`src/rtl/fetch_pc_unit.sv`:
```
// Fetch PC stage: holds the fetch PC, issues one instruction-memory read at a time and hands words to decode.
// Define FETCH_REDIRECT_COUNTER_EN to add the saturating redirect_count output.

typedef enum logic {
    PcPlus4             = 1'b0,
    PcOrReadDataPlusImm = 1'b1
} pc_src_t;

module fetch_pc_unit #(
    parameter int unsigned      Width     = 64,
    parameter logic [Width-1:0] ResetAddr = '0
) (
    input  logic             clock,
    input  logic             reset,
    input  pc_src_t          pc_src,
    input  logic             branch_valid,
    input  logic [Width-1:0] target_addr,
    input  logic             stall,
    output logic             inst_mem_rd_en,
    output logic [Width-1:0] inst_mem_addr,
    input  logic             inst_mem_ack,
    input  logic [31:0]      inst_mem_rd_dat,
    output logic [31:0]      inst,
    output logic [Width-1:0] inst_pc,
    output logic             inst_valid,
    output logic             flush,
`ifdef FETCH_REDIRECT_COUNTER_EN
    output logic [31:0]      redirect_count,
`endif
    output logic             misaligned
);

    typedef enum logic [2:0] {
        Idle,
        Req,
        Wait,
        Hold,
        Drain
    } state_t;

    state_t           state;
    state_t           state_n;
    logic [Width-1:0] pc;
    logic [Width-1:0] pc_n;
    logic [31:0]      inst_n;
    logic [Width-1:0] inst_pc_n;
    logic             inst_valid_n;

    logic             redirect;
    logic             redirect_accept;
    logic             redirect_reject;
    logic [Width-1:0] redirect_target;

    // A target with bit 1 set is not 4-byte reachable, so it is refused rather than truncated.
    assign redirect        = branch_valid && (pc_src == PcOrReadDataPlusImm);
    assign redirect_reject = redirect && target_addr[1];
    assign redirect_accept = redirect && !target_addr[1];
    assign redirect_target = target_addr & ~Width'(1);

    assign inst_mem_rd_en = (state == Req);
    assign inst_mem_addr  = pc;

    always_ff @(posedge clock) begin
        if (!reset) begin
            state      <= Idle;
            pc         <= ResetAddr;
            inst       <= '0;
            inst_pc    <= '0;
            inst_valid <= 1'b0;
            flush      <= 1'b0;
            misaligned <= 1'b0;
        end else begin
            state      <= state_n;
            pc         <= pc_n;
            inst       <= inst_n;
            inst_pc    <= inst_pc_n;
            inst_valid <= inst_valid_n;
            flush      <= redirect_accept;
            misaligned <= redirect_reject;
        end
    end

    // inst_valid drops by default; only a fresh ack or a stalled Hold keeps it high.
    always_comb begin
        state_n      = state;
        pc_n         = pc;
        inst_n       = inst;
        inst_pc_n    = inst_pc;
        inst_valid_n = 1'b0;

        unique case (state)
            Idle: begin
                state_n = Req;
                if (redirect_accept) begin
                    pc_n = redirect_target;
                end
            end

            Req: begin
                if (redirect_accept) begin
                    pc_n    = redirect_target;
                    state_n = Drain;
                end else begin
                    state_n = Wait;
                end
            end

            Wait: begin
                if (redirect_accept) begin
                    pc_n    = redirect_target;
                    state_n = inst_mem_ack ? Req : Drain;
                end else if (inst_mem_ack) begin
                    inst_n       = inst_mem_rd_dat;
                    inst_pc_n    = pc;
                    inst_valid_n = 1'b1;
                    pc_n         = pc + Width'(4);
                    state_n      = stall ? Hold : Req;
                end
            end

            Hold: begin
                if (redirect_accept) begin
                    pc_n    = redirect_target;
                    state_n = Req;
                end else if (stall) begin
                    inst_valid_n = 1'b1;
                end else begin
                    state_n = Req;
                end
            end

            Drain: begin
                // The stale word still has to come back before the next request may go out.
                if (redirect_accept) begin
                    pc_n = redirect_target;
                end
                if (inst_mem_ack) begin
                    state_n = Req;
                end
            end

            default: begin
                state_n = Idle;
            end
        endcase
    end

`ifdef FETCH_REDIRECT_COUNTER_EN
    always_ff @(posedge clock) begin
        if (!reset) begin
            redirect_count <= '0;
        end else if (redirect_accept && (redirect_count != 32'hFFFF_FFFF)) begin
            redirect_count <= redirect_count + 32'd1;
        end
    end
`endif

endmodule

```
`config.mk`:
```
export PLATFORM = sky130hd
export DESIGN_NAME = fetch_pc_unit
export DESIGN_NICKNAME = d
export VERILOG_FILES = /design/src/rtl/fetch_pc_unit.sv
export SDC_FILE = /design/constraint.sdc
export NUM_CORES = 1
export LEC_CHECK = 0
export BUFFER_PORTS_ARGS = -buffer_cell sky130_fd_sc_hd__buf_2
export CAP_MARGIN = 15
export CORE_AREA = 2 2 187 97
export DETAILED_ROUTE_END_ITERATION = 6
export DIE_AREA = 0 0 189 99
export GPL_TIMING_DRIVEN = 0
export MAX_ROUTING_LAYER = met4
export PLACE_DENSITY = 0.84
export SLEW_MARGIN = 10
export SYNTH_ARGS = -nofsm -noshare
export SYNTH_HDL_FRONTEND = slang
export SYNTH_SLANG_ARGS = --single-unit
export TNS_END_PERCENT = 20
```
`constraint.sdc`:
```
create_clock -name clock -period 2.3 [get_ports clock]
set_clock_uncertainty 0.05 [all_clocks]
set_input_delay 0.23 -clock clock [delete_from_list [all_inputs] [get_ports clock]]
set_output_delay 0.23 -clock clock [all_outputs]
set_load 0.01 [all_outputs]
```
==> flow_summary.json <==
{
  "status": "complete, but fails checks",
  "violations": "DRC, setup timing",
  "crit_path_top_delay_cell": "dfxtp_1",
  "portBuffers": 261,
  "post-route-min-period_ps": 2330,
  "p_leak_nw": 4.62,
  "period_share_pct": 101,
  "cp_common_cell": "buf_4",
  "grt_max_degree": 17,
  "hold_path_class": "in2reg",
  "min_path_cells": 3,
  "powerDensity_nw_per_um2": 664,
  "crit_family": "simple AND/OR/NAND/NOR gates",
  "synth_cell_types": 65,
  "rsz0062_at_grt": "yes",
  "crit_buf_inv": 2,
  "finalSetupViolations": 3,
  "synth_flop_cell": "dfxtp_1",
  "synth-edff-count": 0,
  "grt_usage_pct": 34.8,
  "place_hpwl_mm": 22.9,
  "die_w_um": 189,
  "finalHoldViolCount": 0,
  "path_cells": "and4_2 -> nand4_4 -> buf_4 -> nor4_4 -> buf_4 -> nand3_1 -> and3_1 -> o31a_1",
  "syn_area_um2": 7720,
  "numClockSinks": 164,
  "maxCapViolCount": 0,
  "mostFrequentLayoutCell": "buf_2",
  "wl_mm": 33.0,
  "detail_route.first_pass.iterations": 7,
  "gp_congestion": 0.985,
  "syn_to_final_growth_pct": 39.0,
  "cts_tree": "built",
  "drive_gt1_share_pct": 31.5,
  "yosysWarnings": 0,
  "timing.slew.headroom_pct": 39.1,
  "n_fill_cell": 1489,
  "wl_per_cell_um": 20.3,
  "vias_per_cell": 5.99,
  "htreeDepth": 4,
  "grt-ovfl-total": 0,
  "cts_buffer_depth": 2,
  "critPathArrivalTime_ps": 2580,
  "route.detailed.drc": 38,
  "p_total_w": 0.00713,
  "ys_seq_area_share_pct": 42.5,
  "required_ps": 2550,
  "coreArea_um2": 17100,
  "grt_pass1_vias": 8963,
  "path_max_fanout": 5,
  "cts_inserted_buffers": 17,
  "avgSynthCellArea_um2": 7.43,
  "root_buffer": "clkbuf_16",
  "dieArea_um2": 18700,
  "drt-initial-drc-count": 1299,
  "ant_nets": 0,
  "nets": 1479,
  "max_freq_ghz": 0.430,
  "final.setup.worst_slack_ps": -25.2,
  "row_count": 34,
  "final_cell_mix": "buf_2 (266), nand2_1 (250), a21oi_1 (147)",
  "clk_latency_ps": 420,
  "dieHeight_um": 99,
  "clk_pin_slew_ps": 60,
  "cp_num_cells": 8,
  "synthCells": 1039,
  "maxSlewViolCount": 0,
  "via_count": 9720,
  "end_kind": "flip-flop",
  "path_class": "reg2reg",
  "synth-seq-cells": 164,
  "num_io_pins": 266,
  "start_util_pct": 45.3,
  "grt_pass1_wl_mm": 48.9,
  "worst_setup_path_start_kind": "flip-flop",
  "max_stage_delay_ps": 480,
  "synth-async-reset-ratio_pct": 0,
  "holdWs_ps": 11.7,
  "antenna_found_initial": 0,
  "reg2reg_depth": 8,
  "antenna_cells": 0,
  "worst_pin_slew_ps": 914,
  "peakVddDrop_mv": 0.492
}
## path summary, 6_finish.rpt
kind,start,endpoint,slack [ps]
setup / recovery,inst_mem_addr[20]$_SDFFE_PN0P_,inst_mem_addr[38]$_SDFFE_PN0P_,-30
hold / removal,inst_mem_rd_dat[7],inst[7]$_SDFFE_PN0P_,10
hold reg to reg,inst_pc[39]$_SDFFE_PN0P_,inst_pc[39]$_SDFFE_PN0P_,400
setup reg to reg,inst_mem_addr[20]$_SDFFE_PN0P_,inst_mem_addr[38]$_SDFFE_PN0P_,-30
## stage by stage
step / area, um^2 / worst slack (ps) / setup TNS (ps) / util [%] / instances
detailed placement: 9350 / -684 / -68900 / 54.8 / 1535
global placement: 9350 / -610 / -62080 / 54.8 / 1535
global route: 10700 / -85.3 / -371 / 62.9 / 1623
finish: 10700 / -25.2 / -44.3 / 62.9 / 1623
floorplan: 7750 / -26.4 / -35.1 / - / 1040
CTS: 10500 / -76.3 / -334 / 61.4 / 1604
## final cells by class
type / count / area, um^2 / share of cell area [%]
plain buffers: 75 / 365 / 3.40
multi-input cells: 782 / 4210 / 39.2
repair buffers: 325 / 1860 / 17.3
flip-flops and latches: 164 / 3350 / 31.2
inverters: 11 / 41.3 / 0.385
well taps: 234 / 293 / 2.73
clock buffers: 21 / 460 / 4.29
clock inverters: 11 / 153 / 1.42
## where the power goes
part / total, W / internal [W] / switching, W
sequential: 0.00311 / 0.00294 / 0.000172
clock: 0.00300 / 0.00178 / 0.00123
combinational: 0.00101 / 0.000390 / 0.000621
## registers in the layout, summed over array words and instances, names as in the netlist
signal	flops
inst_valid	1
inst_mem_addr	63
misaligned	1
state	3
inst_pc	63
flush	1
inst	32
## synthesized netlist by cell type, types with 3 or more instances
master | n | area [um^2]
inv_1 | 10 | 37.5
a2bb2oi_1 | 4 | 35.0
o211ai_1 | 6 | 45.0
a21boi_0 | 3 | 22.5
and2_1 | 10 | 62.6
and4_1 | 10 | 87.6
o21ai_0 | 40 | 200
and3_1 | 28 | 175
nand2b_1 | 3 | 18.8
o31a_1 | 11 | 96.3
nor3_1 | 24 | 120
o22ai_1 | 5 | 31.3
nor4_1 | 8 | 50.1
clkbuf_1 | 70 | 263
or3_1 | 6 | 37.5
o221a_2 | 4 | 45.0
or4_1 | 4 | 30.0
nand3b_1 | 4 | 30.0
a22oi_1 | 10 | 75.1
buf_1 | 7 | 26.3
dfxtp_1 | 164 | 3280
a211oi_1 | 6 | 45.0
a21o_1 | 4 | 30.0
nor2_1 | 70 | 263
mux2i_1 | 4 | 40.0
a21oi_1 | 149 | 746
or2_2 | 3 | 18.8
nand4_1 | 21 | 131
buf_2 | 3 | 15.0
nand2_1 | 252 | 946
nand3_1 | 35 | 175
a31oi_1 | 11 | 68.8
o31ai_1 | 8 | 60.1
## metal layers
layer  global-route usage, %  up-vias  routed length [um]
li1                        -     4346                   -
met1                    46.6     4496               13500
met2                    51.3      774               14000
met3                    10.8      104                4880
met4                    8.11        0                 633
met5                       -        -                   0
## timing repair
item	4_1_cts	5_1_grt
gates resized for setup	74	54
endpoints found under the hold margin	23	1
gates cloned	0	0
hold buffers	23	1
setup endpoints to repair	157	131
setup buffers	18	23
pin swaps	20	16
## worst register-to-register path, stage by stage (launching register included)
cell	delay, ps
dfxtp_1	480
and4_2	330
nand4_4	190
buf_4	220
nor4_4	240
buf_4	190
nand3_1	110
and3_1	170
o31a_1	240
## cell families (layout without fill, tap and decap cells)
group / after synthesis / count (layout) / synth area share [%]
adder cells (fa/ha/maj): 1 / 1 / 0.162
AO/OA/AOI/OAI: 283 / 283 / 22.0
other: 1 / 2 / 0.0486
XOR/XNOR: 1 / 1 / 0.113
AND/OR/NAND/NOR: 491 / 491 / 29.9
flip-flops: 164 / 164 / 42.5
buffers and inverters: 94 / 443 / 4.73
multiplexers: 4 / 4 / 0.518
No activity file was read; power rests on OpenSTA's default activity.
